$ cat config.mk
export PLATFORM = sky130hd
export DESIGN_NAME = regfile_sb
export DESIGN_NICKNAME = d
export VERILOG_FILES = /design/src/rtl/regfile_pkg.sv /design/src/rtl/regfile_clr_seq.sv /design/src/rtl/regfile_sb.sv
export SDC_FILE = /design/constraint.sdc
export NUM_CORES = 2
export LEC_CHECK = 0
export BUFFER_PORTS_ARGS = -buffer_cell sky130_fd_sc_hd__buf_2
export CORE_MARGIN = 2
export CORE_UTILIZATION = 35
export CTS_BUF_LIST = sky130_fd_sc_hd__clkbuf_8
export DETAILED_ROUTE_END_ITERATION = 12
export SYNTH_ARGS = -nofsm -noshare
export SYNTH_HDL_FRONTEND = slang
export SYNTH_SLANG_ARGS = --single-unit
$ cat constraint.sdc
create_clock -name clk -period 15.8 [get_ports clk]
set_input_delay 0.79 -clock clk [delete_from_list [all_inputs] [get_ports clk]]
set_output_delay 0.79 -clock clk [all_outputs]
set_load 0.03 [all_outputs]
$ cat src/rtl/regfile_pkg.sv
// Shared defaults, clear-sequencer state type and a width helper for the register file.
package regfile_pkg;

  localparam int DATA_W_DEF   = 64;
  localparam int DEPTH_DEF    = 32;
  localparam int ZERO_REG_DEF = DEPTH_DEF - 1;

  typedef enum logic {
    IDLE  = 1'b0,
    CLEAR = 1'b1
  } clr_state_e;

  // Bits needed to index `value` entries.
  function automatic int clog2(input int value);
    int w;
    w = 0;
    while ((1 << w) < value) w++;
    return w;
  endfunction

endpackage

$ cat src/rtl/regfile_clr_seq.sv
// Post-reset clear sweep: walks every index once, then raises ready.
module regfile_clr_seq
  import regfile_pkg::*;
#(
  parameter int DEPTH  = DEPTH_DEF,
  parameter int ADDR_W = clog2(DEPTH)
) (
  input  logic              clk,
  input  logic              reset,
  output logic              clr_en,
  output logic [ADDR_W-1:0] clr_idx,
  output logic              ready
);

  localparam logic [ADDR_W-1:0] LAST_IDX = ADDR_W'(DEPTH - 1);

  clr_state_e state_reg;

  // A reset mid-sweep simply restarts the walk from index 0.
  always_ff @(posedge clk) begin
    if (reset) begin
      state_reg <= CLEAR;
      clr_en    <= 1'b1;
      clr_idx   <= '0;
      ready     <= 1'b0;
    end else begin
      case (state_reg)
        CLEAR: begin
          if (clr_idx == LAST_IDX) begin
            state_reg <= IDLE;
            clr_en    <= 1'b0;
            clr_idx   <= '0;
            ready     <= 1'b1;
          end else begin
            clr_idx <= clr_idx + ADDR_W'(1);
          end
        end
        default: begin
          state_reg <= IDLE;
        end
      endcase
    end
  end

endmodule

$ cat src/rtl/regfile_sb.sv
// 2-read/1-write register file with write-to-read bypass, a hardwired zero entry
// and a per-register pending-write scoreboard.
module regfile_sb
  import regfile_pkg::*;
#(
  parameter int DATA_W   = DATA_W_DEF,
  parameter int DEPTH    = DEPTH_DEF,
  parameter int ADDR_W   = clog2(DEPTH),
  parameter int ZERO_REG = DEPTH - 1,
  parameter bit BYPASS   = 1'b1
) (
  input  logic              clk,
  input  logic              reset,
  output logic              ready,
  input  logic [ADDR_W-1:0] r1,
  input  logic [ADDR_W-1:0] r2,
  output logic [DATA_W-1:0] r1_data,
  output logic [DATA_W-1:0] r2_data,
  output logic              r1_busy,
  output logic              r2_busy,
  input  logic              iss_valid,
  input  logic [ADDR_W-1:0] iss_rd,
  input  logic              write_E,
  input  logic [ADDR_W-1:0] r_write,
  input  logic [DATA_W-1:0] data_in
);

  logic [DATA_W-1:0] mem [DEPTH];
  logic [DEPTH-1:0]  busy_reg;
  logic [DEPTH-1:0]  busy_next;
  logic              clr_en;
  logic [ADDR_W-1:0] clr_idx;
  logic              wr_ok;
  logic              iss_ok;
  logic [ADDR_W-1:0] rd_idx  [2];
  logic [DATA_W-1:0] rd_data [2];
  logic [1:0]        rd_busy;

  // True for indices that hold real state: in range and not the zero register.
  function automatic logic idx_live(input logic [ADDR_W-1:0] idx);
    return (32'(idx) < DEPTH) && (32'(idx) != ZERO_REG);
  endfunction

  regfile_clr_seq #(
    .DEPTH  (DEPTH),
    .ADDR_W (ADDR_W)
  ) u_clr_seq (
    .clk     (clk),
    .reset   (reset),
    .clr_en  (clr_en),
    .clr_idx (clr_idx),
    .ready   (ready)
  );

  assign wr_ok  = write_E && ready && idx_live(r_write);
  assign iss_ok = iss_valid && ready && idx_live(iss_rd);

  // The clear sweep owns the single write port until ready rises.
  always_ff @(posedge clk) begin
    if (clr_en) begin
      mem[clr_idx] <= '0;
    end else if (wr_ok) begin
      mem[r_write] <= data_in;
    end
  end

  // Issue beats writeback on the same index: the register stays pending.
  for (genvar gi = 0; gi < DEPTH; gi++) begin : g_busy
    assign busy_next[gi] = (iss_ok && 32'(iss_rd) == gi) ? 1'b1 :
                           (wr_ok && 32'(r_write) == gi) ? 1'b0 : busy_reg[gi];
  end

  always_ff @(posedge clk) begin
    if (reset) begin
      busy_reg <= '0;
    end else begin
      busy_reg <= busy_next;
    end
  end

  assign rd_idx[0] = r1;
  assign rd_idx[1] = r2;

  // Zero/out-of-range indices are filtered first so they read 0 even before reset.
  always_comb begin
    for (int p = 0; p < 2; p++) begin
      rd_data[p] = '0;
      rd_busy[p] = 1'b0;
      if (idx_live(rd_idx[p]) && ready) begin
        rd_busy[p] = busy_reg[rd_idx[p]];
        if (BYPASS && wr_ok && r_write == rd_idx[p]) begin
          rd_data[p] = data_in;
        end else begin
          rd_data[p] = mem[rd_idx[p]];
        end
      end
    end
  end

  assign r1_data = rd_data[0];
  assign r2_data = rd_data[1];
  assign r1_busy = rd_busy[0];
  assign r2_busy = rd_busy[1];

endmodule
==> reports/summary.txt <==
Final setup viols - 0
Hold Fails Final Rpt - 0
Post-synth ARST share - 0
Non-Filler Instances - 9,290
Die Ht - 530 µm
Synth area leader - edfxtp_1
Min-Delay Path Class - in2reg
Slew margin rel. - 0.173
Fin crit period - 7.07 ns
Synth Flop Type - edfxtp_1
Worst EP required - 15.01 ns
Share of the synthesized area in the top cell type - 0.636
Slew @ Worst Pin - 1.24 ns
Vias - 58,533
Core Area - 276,000 µm²
Status - complete, no violations
Initial core utilization - 0.351
CP max FO - 71
Initial antenna violation count - 28
Fin crit share - 0.447
Num CTS Buffers - 356
Uppermost layer routed - met5
Wire length on met2 - 151,000 µm
Initial DRC Count - 7,765
Flop and latch count out of synthesis - 2,088
Pre-Repair DR Iteration Count - 6
DRT antenna net count - 0
Leakage power - 38.3 nW
Clock root buffer - clkbuf_8
Dpl cell area - 102,000 µm²
Routability congestion estimate - 0.795
Largest net degree at the start of global routing - 139
Worst-Skew Late Latency - 1.02 ns
Setup TNS - 0 ns
Die area - 281,000 µm²
First-pass GRT wire length - 454,000 µm
Finished layout cell area - 109,000 µm²
Met3 WL - 37,700 µm
Max-Cap Viols - 0
CTS resizes - 0
Post-Syn Area per Cell - 19.4 µm²
GRT Overall Usage - 0.229
Max reg flops - 2,048
Layout Skew - 0.0627 ns
DR DRC count - 0
Max VDD drop - 0.0663 mV
Syn_nets - 5,073
Routed len/inst - 35.1 µm
Setup Buffers After CTS - 0
R2R cell count - 9
Final core utilization - 0.394
EDFF count, synth - 2,048
Post-synthesis sequential area ratio - 0.644
Met1 WL - 126,000 µm
Clock slew at reported path FFs - 0.07 ns
Fmax achieved - 141 MHz
DP Wirelength - 169,000 µm
Crit Path Class - in2out
FP Rows - 193
Area Growth Syn to Fin - 12.4%
CP endpoint kind - output port
GRT overflow - 0
Num ports - 219
Vias per std cell - 6.30
DRT Wirelength - 326,000 µm
Ranking of synthesized cells by area - edfxtp_1 (64%), mux4_2 (23%), mux2i_1 (2.8%)
Hold path depth - 4
Yosys cell types - 53
Post-Syn Area - 96,700 µm²
Max Buffers Root-to-Sink - 4
Dpl cells - 8,649
Worst setup margin - 8.73 ns
Fin. max-slew vios - 0
YS warnings - 0
Setup slack at placement - 8.64 ns
Pwr/cell area - 105 nW/µm²
Die width - 530 µm
CTS tree - yes
CP startpoint kind - input pin
Htree depth - 5
Layout Nets - 5,392
RSZ-0062 raised after global routing - no
Hold-fix buffers, CTS - 0
Number of global-route vias before repair - 59,321
Share of cells above drive strength 1 - 0.329
WHS - 0.209 ns
Synth Instances - 4,983
Arr. time, crit path - 6.28 ns
Tot Pwr - 11.4 mW
IO Port Bufs - 218
Sink Count - 2,088
-- synthesized netlist by cell type, types with 4 or more instances --
master,n
a22o_1,4
mux2i_1,271
o221ai_1,64
a211oi_1,66
nand3_1,11
a21oi_1,161
nor3b_1,8
xor2_1,5
clkbuf_1,241
and3_1,5
nor2_1,47
a211o_1,64
nor2b_1,71
a31oi_1,4
buf_1,24
nand2_1,184
buf_4,14
and2_1,66
edfxtp_1,2048
o21ai_0,32
o22ai_1,65
nor3_1,16
buf_6,8
dfxtp_1,40
nand2b_1,8
a22oi_1,254
a32o_1,62
xnor2_1,5
buf_2,126
mux2_2,4
mux4_2,974
-- worst paths after layout --
path | from | end | slack, ns
worst max-delay path | r1[0] | r1_data[39] | 8.73
worst min-delay path | iss_rd[0] | busy_reg[22] | 0.21
worst max register to register | u_clr_seq.ready | mem[19][39] | 9.71
worst min register to register | busy_reg[31] | busy_reg[31] | 0.49
-- cells by family (layout without fill, tap and decap cells) --
kind of cell	count (synthesis)	after routing	synth area share
AOI/OAI and AO/OA	790	790	0.0591
other	0	16	0
muxes	1250	1250	0.255
buffers and inverters	416	1002	0.0189
DFF	2088	2088	0.644
and+or+nand+nor	427	427	0.0215
xor gates and xnor gates	10	10	0.000905
adders and majority gates	2	2	0.000259
-- critical path, stage by stage --
cell,delay (ns)
buf_8,0.58
buf_4,0.79
buf_4,0.67
buf_4,0.81
buf_4,0.88
mux4_2,0.62
a211oi_1,0.26
nand2_1,0.12
a32o_1,0.37
buf_2,0.22
-- placed cells by master (no fill, tap or decap), drive strengths merged, types with 3 or more instances in the layout --
master,netlist,routed
edfxtp,2048,2048
a32o,62,62
nor2,47,47
nor3,16,16
xnor2,5,5
and2,66,66
mux2i,271,271
nand3,12,12
clkinvlp,0,4
nor2b,71,71
nand2b,8,8
o31ai,3,3
dfxtp,40,40
bufinv,0,11
a211oi,66,66
a211o,64,64
a31oi,4,4
xor2,5,5
o21ai,32,32
o221ai,64,64
o22ai,65,65
clkbuf,241,366
o311ai,3,3
a22o,4,4
a22oi,254,254
clkinv,0,130
buf,172,372
nor3b,8,8
a21oi,161,161
and3,5,5
nand2,185,185
inv,3,119
mux4,974,974
mux2,5,5
diode,0,16
or3,3,3
-- layer usage --
| layer | up-vias | track usage |
|---|---|---|
| met5 | - | 0 |
| met4 | 16 | 0.0812 |
| met3 | 734 | 0.0573 |
| met2 | 3868 | 0.355 |
| met1 | 31538 | 0.312 |
| li1 | 22377 | - |
-- cell type report --
| cell class | instances | area [µm²] |
|---|---|---|
| clock inverters | 261 | 1420 |
| well taps | 3705 | 4640 |
| multi-input cells | 2479 | 33000 |
| diodes | 16 | 40.0 |
| clock buffers | 364 | 5010 |
| fillers | 24867 | 167000 |
| flip-flops and latches | 2088 | 62300 |
| repair buffers | 374 | 2410 |
| inverters | 3 | 11.3 |
-- where the power goes --
group / internal (mW) / switching (mW)
combinational: 0.274 / 0.453
sequential: 6.05 / 0.0221
clock: 2.32 / 2.27
Power figures use the tool's default switching activity.
